$ cat src/rtl/fb_stream_reader.sv
// ----------------------------------------------------------------------------
// fb_stream_reader
//
// Walks a H_RES x V_RES RGB444 frame buffer in raster order and turns it into
// an Avalon-ST video stream (30-bit RGB, SOP on the first pixel, EOP on the
// last). Frames are streamed back-to-back while enable stays high.
//
// RAM read latency is hidden behind an RD_LAT-deep in-flight pipe. A
// show-ahead FIFO absorbs back-pressure. Reads are only issued while a FIFO
// slot is guaranteed for them, so stalling src_ready never drops or repeats
// a pixel.
//
// Ports
//   clk          pixel clock
//   reset_n      synchronous, active-low reset
//   enable       high: stream frames continuously; low: stop after this frame
//   rd_address   frame-buffer read address (raster index)
//   rd_en        high when rd_address is a real read issue
//   rd_data      RAM q {R4,G4,B4}, valid RD_LAT cycles after the issue
//   src_data     {R10,G10,B10}
//   src_valid    Avalon-ST valid (FIFO not empty)
//   src_ready    Avalon-ST ready, readyLatency 0
//   src_sop      start of packet, qualified by src_valid
//   src_eop      end of packet, qualified by src_valid
//   busy         controller is not idle
//   frame_count  completed frames (EOP beats accepted), wraps at 2^16
//
// Parameter constraints: H_RES*V_RES <= 2**ADDR_W, 1 <= RD_LAT <= 4,
// FIFO_DEPTH >= RD_LAT+2 for one beat per cycle with src_ready held high.
// ----------------------------------------------------------------------------
module fb_stream_reader #(
  parameter int H_RES      = 320,
  parameter int V_RES      = 240,
  parameter int ADDR_W     = 17,
  parameter int RD_LAT     = 2,
  parameter int FIFO_DEPTH = 4
) (
  input  logic              clk,
  input  logic              reset_n,
  input  logic              enable,
  output logic [ADDR_W-1:0] rd_address,
  output logic              rd_en,
  input  logic [11:0]       rd_data,
  output logic [29:0]       src_data,
  output logic              src_valid,
  input  logic              src_ready,
  output logic              src_sop,
  output logic              src_eop,
  output logic              busy,
  output logic [15:0]       frame_count
);

  localparam int COL_W = (H_RES > 1) ? $clog2(H_RES) : 1;
  localparam int ROW_W = (V_RES > 1) ? $clog2(V_RES) : 1;
  localparam int PTR_W = (FIFO_DEPTH > 1) ? $clog2(FIFO_DEPTH) : 1;
  localparam int CNT_W = $clog2(FIFO_DEPTH + 1);
  // Wide enough for in-flight reads plus FIFO occupancy.
  localparam int CRD_W = $clog2(RD_LAT + FIFO_DEPTH + 1);

  localparam logic [COL_W-1:0] COL_LAST = COL_W'(H_RES - 1);
  localparam logic [ROW_W-1:0] ROW_LAST = ROW_W'(V_RES - 1);
  localparam logic [PTR_W-1:0] PTR_LAST = PTR_W'(FIFO_DEPTH - 1);
  localparam logic [CNT_W-1:0] CNT_FULL = CNT_W'(FIFO_DEPTH);
  localparam logic [CRD_W-1:0] CRD_MAX  = CRD_W'(FIFO_DEPTH);

  typedef enum logic [1:0] {
    ST_IDLE,
    ST_RUN,
    ST_DRAIN
  } state_e;

  typedef struct packed {
    logic        sop;
    logic        eop;
    logic [29:0] data;
  } beat_t;

  // Each 4-bit channel c becomes {c, c, 2'b00}: 0xF -> 0x3FC, 0x0 -> 0x000.
  function automatic logic [29:0] expand_rgb(input logic [11:0] p);
    return {p[11:8], p[11:8], 2'b00,
            p[7:4],  p[7:4],  2'b00,
            p[3:0],  p[3:0],  2'b00};
  endfunction

  // --------------------------------------------------------------------------
  // State
  // --------------------------------------------------------------------------
  state_e              state_q, state_d;
  logic [ADDR_W-1:0]   addr_q, addr_d;
  logic [COL_W-1:0]    col_q, col_d;
  logic [ROW_W-1:0]    row_q, row_d;

  logic [RD_LAT-1:0]   pipe_vld_q, pipe_vld_d;
  logic [RD_LAT-1:0]   pipe_sop_q, pipe_sop_d;
  logic [RD_LAT-1:0]   pipe_eop_q, pipe_eop_d;

  beat_t               fifo_mem_q [FIFO_DEPTH];
  logic [PTR_W-1:0]    wr_ptr_q, wr_ptr_d;
  logic [PTR_W-1:0]    rd_ptr_q, rd_ptr_d;
  logic [CNT_W-1:0]    count_q, count_d;

  logic [15:0]         frame_count_q, frame_count_d;

  // --------------------------------------------------------------------------
  // Datapath helpers
  // --------------------------------------------------------------------------
  logic [CRD_W-1:0]    inflight;
  logic                credit_ok;
  logic                issue;
  logic                last_pix;
  logic                first_pix;
  logic                push;
  logic                pop;
  logic                fifo_empty;
  beat_t               head;
  beat_t               push_beat;

  always_comb begin
    inflight = '0;
    for (int i = 0; i < RD_LAT; i++) begin
      inflight = inflight + CRD_W'(pipe_vld_q[i]);
    end
  end

  // A read may only be issued if a FIFO slot is already reserved for it.
  // A pop in the same cycle is not counted, so issue resumes the cycle after.
  assign credit_ok  = (inflight + CRD_W'(count_q)) < CRD_MAX;
  assign issue      = (state_q == ST_RUN) && credit_ok;
  assign last_pix   = (col_q == COL_LAST) && (row_q == ROW_LAST);
  assign first_pix  = (col_q == '0) && (row_q == '0);

  assign fifo_empty = (count_q == '0);
  assign head       = fifo_mem_q[rd_ptr_q];
  assign push       = pipe_vld_q[RD_LAT-1];
  assign pop        = !fifo_empty && src_ready;

  assign push_beat  = '{sop:  pipe_sop_q[RD_LAT-1],
                        eop:  pipe_eop_q[RD_LAT-1],
                        data: expand_rgb(rd_data)};

  // --------------------------------------------------------------------------
  // Next-state logic
  // --------------------------------------------------------------------------
  always_comb begin
    // NOTE: every signal gets a default before any branch so no latch is inferred.
    state_d = state_q;
    addr_d  = addr_q;
    col_d   = col_q;
    row_d   = row_q;

    unique case (state_q)
      ST_IDLE:  if (enable) state_d = ST_RUN;
      // enable is only looked at when the last pixel of a frame is issued,
      // so a frame is never truncated.
      ST_RUN:   if (issue && last_pix && !enable) state_d = ST_DRAIN;
      ST_DRAIN: if ((inflight == '0) && fifo_empty) state_d = ST_IDLE;
      default:  state_d = ST_IDLE;
    endcase

    // Raster walk is purely incremental: the address tracks col/row, no multiply.
    if (issue) begin
      if (last_pix) begin
        addr_d = '0;
        col_d  = '0;
        row_d  = '0;
      end else if (col_q == COL_LAST) begin
        addr_d = addr_q + 1'b1;
        col_d  = '0;
        row_d  = row_q + 1'b1;
      end else begin
        addr_d = addr_q + 1'b1;
        col_d  = col_q + 1'b1;
      end
    end
  end

  // In-flight pipe mirrors the RAM latency so tags line up with rd_data.
  always_comb begin
    pipe_vld_d    = pipe_vld_q;
    pipe_sop_d    = pipe_sop_q;
    pipe_eop_d    = pipe_eop_q;
    pipe_vld_d[0] = issue;
    pipe_sop_d[0] = issue && first_pix;
    pipe_eop_d[0] = issue && last_pix;
    for (int i = 1; i < RD_LAT; i++) begin
      pipe_vld_d[i] = pipe_vld_q[i-1];
      pipe_sop_d[i] = pipe_sop_q[i-1];
      pipe_eop_d[i] = pipe_eop_q[i-1];
    end
  end

  // FIFO pointers wrap explicitly so FIFO_DEPTH need not be a power of two.
  always_comb begin
    wr_ptr_d      = wr_ptr_q;
    rd_ptr_d      = rd_ptr_q;
    count_d       = count_q;
    frame_count_d = frame_count_q;

    if (push) wr_ptr_d = (wr_ptr_q == PTR_LAST) ? '0 : wr_ptr_q + 1'b1;
    if (pop)  rd_ptr_d = (rd_ptr_q == PTR_LAST) ? '0 : rd_ptr_q + 1'b1;

    unique case ({push, pop})
      2'b10:   count_d = count_q + 1'b1;
      2'b01:   count_d = count_q - 1'b1;
      default: count_d = count_q;
    endcase

    if (pop && head.eop) frame_count_d = frame_count_q + 1'b1;
  end

  // --------------------------------------------------------------------------
  // Registers
  // --------------------------------------------------------------------------
  // NOTE: sequential state uses non-blocking assignments; reset is sampled on the clock edge.
  always_ff @(posedge clk) begin
    if (!reset_n) begin
      state_q       <= ST_IDLE;
      addr_q        <= '0;
      col_q         <= '0;
      row_q         <= '0;
      pipe_vld_q    <= '0;
      pipe_sop_q    <= '0;
      pipe_eop_q    <= '0;
      wr_ptr_q      <= '0;
      rd_ptr_q      <= '0;
      count_q       <= '0;
      frame_count_q <= '0;
    end else begin
      state_q       <= state_d;
      addr_q        <= addr_d;
      col_q         <= col_d;
      row_q         <= row_d;
      pipe_vld_q    <= pipe_vld_d;
      pipe_sop_q    <= pipe_sop_d;
      pipe_eop_q    <= pipe_eop_d;
      wr_ptr_q      <= wr_ptr_d;
      rd_ptr_q      <= rd_ptr_d;
      count_q       <= count_d;
      frame_count_q <= frame_count_d;
    end
  end

  // NOTE: FIFO storage is not reset; clearing the pointers and count empties it.
  always_ff @(posedge clk) begin
    if (push) fifo_mem_q[wr_ptr_q] <= push_beat;
  end

  // --------------------------------------------------------------------------
  // Outputs
  // --------------------------------------------------------------------------
  // Head fields are masked while empty so stale storage never reaches the port.
  assign rd_address  = addr_q;
  assign rd_en       = issue;
  assign src_valid   = !fifo_empty;
  assign src_data    = fifo_empty ? '0 : head.data;
  assign src_sop     = !fifo_empty && head.sop;
  assign src_eop     = !fifo_empty && head.eop;
  assign busy        = (state_q != ST_IDLE);
  assign frame_count = frame_count_q;

  // --------------------------------------------------------------------------
  // Invariants of the credit scheme
  // --------------------------------------------------------------------------
  a_fifo_no_overflow: assert property (@(posedge clk) disable iff (!reset_n)
    !(push && !pop && (count_q == CNT_FULL)));

  a_fifo_no_underflow: assert property (@(posedge clk) disable iff (!reset_n)
    !(pop && fifo_empty));

  a_credit_bound: assert property (@(posedge clk) disable iff (!reset_n)
    (inflight + CRD_W'(count_q)) <= CRD_MAX);

endmodule

$ cat config.mk
export PLATFORM = sky130hd
export DESIGN_NAME = fb_stream_reader
export DESIGN_NICKNAME = d
export VERILOG_FILES = /design/src/rtl/fb_stream_reader.sv
export SDC_FILE = /design/constraint.sdc
export NUM_CORES = 1
export LEC_CHECK = 0
export ABC_CLOCK_PERIOD_IN_PS = 6200
export BUFFER_PORTS_ARGS = -buffer_cell sky130_fd_sc_hd__buf_2
export CORE_MARGIN = 2
export CORE_UTILIZATION = 57
export CTS_CLUSTER_SIZE = 40
export DETAILED_ROUTE_END_ITERATION = 7
export PLACE_DENSITY = 0.8
export SETUP_SLACK_MARGIN = 0.3
export SLEW_MARGIN = 20
export SYNTH_ARGS = -nofsm -noshare
export SYNTH_HDL_FRONTEND = slang
export SYNTH_SLANG_ARGS = --single-unit
$ cat constraint.sdc
create_clock -name clk -period 6.2 [get_ports clk]
set_input_delay 1.24 -clock clk [delete_from_list [all_inputs] [get_ports clk]]
set_output_delay 1.24 -clock clk [all_outputs]
set_load 0.02 [all_outputs]
==> metrics.cfg, run 1 <==
[status]
status = completed

[drt]
wl_met2_mm = 5.36
dr.pass1.iters = 5
wire_per_inst_um = 15.5
drt-total-wl_mm = 10.5
wl_met3_um = 562
vias = 3727
drt_iter0_markers = 227
drc = 0
ant_nets = 0
highest_layer = met4
routed_via_density = 5.49
met1Wirelength_mm = 4.43

[logic_synthesis]
synth_edf_count = 56
ys_top_cells_by_area = edfxtp_1, dfxtp_1, mux4_2, xor2_1, nor2_1
synthMuxAreaShare_pct = 6.68
synth_common_cells = dfxtp_1, edfxtp_1, nor2_1
seq_area_frac_synth_pct = 55.7
synth_seq_cells = 123
synth_top_area_cell = edfxtp_1
synth_compound_area_share_pct = 3.32
synth_warnings = 0
ys_types = 45
syn-mean-instance-area_um2 = 11.6
synth_top_family_by_area = simple AND/OR/NAND/NOR gates
netlist_area_um2 = 5430
synthAdderAreaFrac_pct = 3.82
synth_top_area_share_pct = 31.0
synthCells = 469
async_reset_ff_share_pct = 0
synth_ff_type = dfxtp_1
yosysMostFrequentCell = dfxtp_1
yosys.area_share.simple_pct = 18.5
synthXorXnorAreaFrac_pct = 6.45

[clock_network]
cts_buffers = 17
cts-root-buf = clkbuf_8
clk_path_buf_depth = 2
clk_latency_ns = 0.51
htreeDepth = 4
cts.sinks = 123
ctsResizeCount = 0
clkTransAtPathRegs_ns = 0.06
cts_tree = done
cts_setup_buffers = 0
cts_hold_buffers = 0

[floorplan]
die_width_um = 102
core_um2 = 9240
placementRows = 35
dieArea_um2 = 10300
io-pin-count = 84
chipHeight_um = 102
initial_core_util_pct = 58.8

[grt]
grt_pass1_vias = 3578
grt_usage_pct = 21.9
antenna_found_initial = 0
grt_remaining_overflow = 0
grt_first_pass_wirelength_mm = 17.4
grt_max_degree = 33

[setup_path]
arrival_ns = 2.69
r2r_setup_slack_ns = 3.55
reg2reg_depth = 8
worstReg2RegEnd = state_q[1]
path_max_fanout = 32
path_class = reg -> out
cp_data_required_time_ns = 4.96
crit_path_end_kind = output port
critPathLaunchType = flip-flop
worstReg2RegStart = pipe_vld_q[1]

[min_path]
worstHoldPathType = reg -> reg
worstHoldStart = pipe_eop_q[0]
min_to = pipe_eop_q[1]
worstHoldPathCells = 1

[finish]
final_util_pct = 68.4
n_antenna_cell = 0
fin_cells = 679
final_area_um2 = 6320
nets = 569
fill_cells = 652
syn2layout_area_growth_pct = 16.4
layout-drive-gt1-share_pct = 23.8

[timing]
fin_setup_tns_ns = 0
setup_slack_ns = 2.27
fin_skew_ns = 0.00799
slew_violations = 0
worst_pin_slew_ns = 1.05
min_period_over_period_pct = 63.4
setup_viol = 0
rsz0062_at_grt = no
max_freq_mhz = 255
hold_viol = 0
finalCriticalPeriod_ns = 3.93
slew_headroom_pct = 30.2

[placed_design]
place.gp.congestion = 0.830
place_hpwl_mm = 6.80
post-place-cells = 647
dpl-instance-area_um2 = 5780
io_buffers = 77
place_ws_ns = 2.84

[power]
vdd_drop_max_uv = 225
p_per_area_nw_per_um2 = 319
power_leakage_nw = 2.46

[run]
maxCapViolCount = 0

## layer usage
metal | vias to the layer above | global-route usage (%)
li1 | 1781 | -
met3 | 14 | 5.52
met5 | - | 0
met2 | 119 | 36.5
met1 | 1813 | 27.8
met4 | 0 | 8.21
## kinds of logic after synthesis
kind of cell    after synthesis
flops                       123
mux                          18
fa+ha+maj                    16
buf+inv                      54
other cells                   1
compound gates               28
simple gates                189
xor+xnor                     40
## sequential cells by signal, summed over array words and instances, names as in the netlist, named ones only
signal	cells
fifo_mem_q	56
rd_address	17
frame_count	16
col_q	9
row_q	8
count_q	3
pipe_eop_q	2
pipe_sop_q	2
pipe_vld_q	2
rd_ptr_q	2
state_q	2
wr_ptr_q	2
## per-stage QoR
stage / total power [mW] / hold slack (ns)
after global routing: 2.09 / 0.461
after CTS: 2.03 / 0.443
after global placement: 1.14 / 0.419
after detailed placement: 1.15 / 0.425
after floorplan: 1.11 / 0.412
final: 2.02 / 0.439
## cell type report
type / instances / area, µm² / area share [%]
flip-flops and latches: 123 / 3020 / 47.8
multi-input cells: 297 / 2130 / 33.7
clock buffers: 18 / 418 / 6.61
repair buffers: 78 / 393 / 6.21
well taps: 129 / 161 / 2.55
clock inverters: 14 / 124 / 1.96
inverters: 20 / 75.1 / 1.19
## critical path, cell delays in order, from the launching register on
cell     delay (ns)
dfxtp_1        0.44
ha_1           0.21
ha_1           0.25
and4_4         0.22
o31ai_4        0.44
inv_2          0.35
buf_2          0.26
## where the power goes
| part | internal, mW | switching, mW | total, mW |
|---|---|---|---|
| combinational | 0.0913 | 0.154 | 0.246 |
| clock | 0.530 | 0.352 | 0.882 |
| sequential | 0.863 | 0.0246 | 0.888 |
| total | 1.48 | 0.531 | 2.02 |
## cell usage in the layout, fill, tap and decap left out, types with 3 or more instances in the layout
master | synthesis | final
and2_1 | 28 | 28
nor4_1 | 5 | 5
a21oi_1 | 15 | 15
nor2_1 | 54 | 54
and4_1 | 7 | 7
mux2i_1 | 4 | 4
inv_1 | 18 | 18
ha_1 | 15 | 15
mux4_2 | 12 | 12
nand2_1 | 22 | 22
o21ai_0 | 6 | 6
nor3_1 | 11 | 11
edfxtp_1 | 56 | 56
clkinv_2 | 0 | 3
clkbuf_16 | 0 | 16
or3_1 | 7 | 7
clkinvlp_4 | 0 | 7
nand3_1 | 18 | 18
dfxtp_1 | 67 | 67
xnor2_1 | 15 | 15
nand4_1 | 18 | 18
and3_1 | 9 | 9
conb_1 | 1 | 6
xor2_1 | 25 | 25
buf_2 | 6 | 77
## worst max-delay path by stage
stage          slack [ns]     startpoint  cells after the start     to
6_report             2.27  pipe_vld_q[1]                      6  rd_en
5_1_grt              2.13  pipe_vld_q[1]                      6  rd_en
4_1_cts              2.24  pipe_vld_q[1]                      6  rd_en
3_5_place_dp         2.84  pipe_vld_q[1]                      6  rd_en
3_3_place_gp         2.91  pipe_vld_q[1]                      6  rd_en
2_1_floorplan        3.29  pipe_vld_q[1]                      6  rd_en
Power figures use the tool's default switching activity.
==> run 2: changes to the inputs <==
--- a/config.mk
+++ b/config.mk
@@ -5,13 +5,13 @@
 export SDC_FILE = /design/constraint.sdc
 export NUM_CORES = 1
 export LEC_CHECK = 0
-export ABC_CLOCK_PERIOD_IN_PS = 6200
+export ABC_CLOCK_PERIOD_IN_PS = 3300
 export BUFFER_PORTS_ARGS = -buffer_cell sky130_fd_sc_hd__buf_2
 export CORE_MARGIN = 2
-export CORE_UTILIZATION = 57
+export CORE_UTILIZATION = 51
 export CTS_CLUSTER_SIZE = 40
 export DETAILED_ROUTE_END_ITERATION = 7
-export PLACE_DENSITY = 0.8
+export PLACE_DENSITY = 0.76
 export SETUP_SLACK_MARGIN = 0.3
 export SLEW_MARGIN = 20
 export SYNTH_ARGS = -nofsm -noshare
==> constraint.sdc (replaced) <==
create_clock -name clk -period 3.3 [get_ports clk]
set_input_delay 0.66 -clock clk [delete_from_list [all_inputs] [get_ports clk]]
set_output_delay 0.66 -clock clk [all_outputs]
set_load 0.02 [all_outputs]
==> run 2 against run 1 <==
Against the previous run:
- cell count up 1.5%
- clock power is 92% higher
- combinational power rose by 98%
- worst setup slack worse by 1.9 ns
- first-iteration DRC count increased by 2.2%
- critical path depth unchanged
- final area up 0.79%
- global-route usage shrank 2.5 points
- register-to-register slack worse by 2.9 ns
- critical path type unchanged
- largest power group is now clock
==> metrics.cfg, run 2 (same netlist as run 1, synthesis figures left out) <==
[power]
p_per_area_nw_per_um2 = 601  ; +88%
vdd_drop_max_uv = 312  ; +39%
power_leakage_nw = 2.49  ; +1.4%

[finish]
syn2layout_area_growth_pct = 17.4
nets = 572  ; +0.53%
n_antenna_cell = 0  ; unchanged
fin_cells = 689  ; +1.5%
layout-drive-gt1-share_pct = 23.5  ; -0.31 points
top_register = fifo_mem_q
largest_reg_flops = 56  ; unchanged
mostFrequentLayoutCells = buf_2, dfxtp_1, edfxtp_1
layout_commonest_cell = buf_2

[setup_path]
worstReg2RegStart = count_q[0]
crit_path_end_kind = output port
critPathLaunchType = flip-flop
arrival_ns = 2.23  ; -0.46 ns
max_stage_delay_ns = 0.35  ; -0.09 ns
cp_data_required_time_ns = 2.64  ; -2.32 ns
r2r_setup_slack_ns = 0.63  ; -2.92 ns
path_class = reg -> out
reg2reg_depth = 10  ; +2
crit_slowest_cell = dfxtp_2
path_max_fanout = 16  ; -50%
cp_cell_sequence = ha_1 -> ha_1 -> and4_4 -> o31ai_4 -> inv_4 -> buf_2
cp_common_cell = ha_1
critPathLaunch = pipe_vld_q[1]

[floorplan]
die_width_um = 107  ; +5.5%
placementRows = 37  ; +5.7%
io-pin-count = 84  ; unchanged
chipHeight_um = 107  ; +5.5%
initial_core_util_pct = 52.6  ; -6.2 points
dieArea_um2 = 11500  ; +11%
core_um2 = 10300  ; +12%

[drt]
wire_per_inst_um = 14.6  ; -5.4%
drt-total-wl_mm = 10.1  ; -4.0%
ant_nets = 0  ; unchanged
drc = 0  ; unchanged
routed_via_density = 5.28  ; -3.8%
drt_iter0_markers = 232  ; +2.2%
dr.pass1.iters = 5  ; unchanged
vias = 3637  ; -2.4%

[grt]
antenna_found_initial = 0  ; unchanged
grt_remaining_overflow = 0  ; unchanged
grt_first_pass_wirelength_mm = 17.1  ; -1.8%
grt_pass1_vias = 3578  ; unchanged
grt_max_degree = 33  ; unchanged
grt_usage_pct = 19.5  ; -2.5 points

[status]
status = completed

[timing]
slew_headroom_pct = 33.2  ; +3.0 points
max_freq_mhz = 346
fin_setup_tns_ns = 0  ; unchanged
min_period_over_period_pct = 87.5
slew_violations = 0  ; unchanged
finalCriticalPeriod_ns = 2.89
rsz0062_at_grt = no
setup_viol = 0  ; unchanged
worst_pin_slew_ns = 1.00  ; -0.0447 ns
hold_viol = 0  ; unchanged
fin_skew_ns = 0.0104  ; +0.00242 ns

[min_path]
worstHoldStart = rd_data[7]
worstHoldPathCells = 1  ; unchanged
worstHoldPathType = in -> reg

[clock_network]
clk_path_buf_depth = 2  ; unchanged
cts.sinks = 123  ; unchanged
cts_buffers = 17  ; unchanged
cts-root-buf = clkbuf_8
cts_tree = done
htreeDepth = 4  ; unchanged
clk_latency_ns = 0.51  ; about the same
clkTransAtPathRegs_ns = 0.05  ; about the same
cts_hold_buffers = 0  ; unchanged

[placed_design]
place.gp.congestion = 0.814  ; -1.9%
place_hpwl_mm = 6.71  ; -1.3%
io_buffers = 77  ; unchanged
post-place-cells = 656  ; +1.4%

[run]
maxCapViolCount = 0  ; unchanged

## run 2: changes by cell type in the layout (fill, tap and decap cells not counted), sizes merged
cell,previous run,this run
clkinv,4,5
inv,22,20
buf,78,81
bufinv,1,2
clkinvlp,7,2
clkbuf,18,23
## run 2: path summary, 6_finish.rpt
path                            end
setup / recovery              rd_en
hold / removal    fifo_mem_q[3][15]
setup reg to reg         count_q[2]
hold reg to reg       pipe_sop_q[1]
## run 2: repair_timing
action	CTS	global route
pin swaps	1	0
gates resized for setup	1	2
endpoints found under the hold margin	0	0
endpoints found under the setup margin	1	1
setup buffers	1	0
## run 2: metal layers
metal / vias to the layer above / routed length, µm / GRT usage, %
li1: 1790 / - / -
met1: 1743 / 4360 / 23.5
met2: 100 / 5110 / 32.2
met3: 4 / 548 / 6.50
met4: 0 / 66 / 7.51
met5: - / 0 / 0
## run 2: through the flow
step	hold slack, ns	cell area (µm²)	utilization [%]	setup WS [ns]	power, mW
global placement	0.418	5810	56.2	0.726	2.16
global route	0.336	6370	61.8	0.318	4.00
CTS	0.339	6360	61.6	0.354	3.86
floorplan	0.412	5450	-	0.967	2.08
finish	0.364	6370	61.8	0.411	3.83
detailed placement	0.424	5810	56.2	0.668	2.17
## run 2: report_power, final
part / total [mW] / leakage [nW] / switching [mW] / internal, mW
Sequential: 1.65 / 1.04 / 0.0295 / 1.62
Combinational: 0.487 / 1.19 / 0.308 / 0.179
Clock: 1.69 / 0.263 / 0.605 / 1.08
## run 2: area by class of cell
cell class,instances,area [µm²]
well taps,136,170
flip-flops and latches,123,3020
repair buffers,81,415
clock buffers,23,447
fillers,806,3950
inverters,20,77.6
clock inverters,9,98.8
multi-input cells,297,2140
## run 2: worst max-delay path: cells and delay by family (launching register included)
| family | cells | cell delay (ns) |
|---|---|---|
| fa+ha+maj | 2 | 0.52 |
| flops | 1 | 0.35 |
| buf+inv | 2 | 0.33 |
| compound gates | 1 | 0.30 |
| simple gates | 1 | 0.22 |
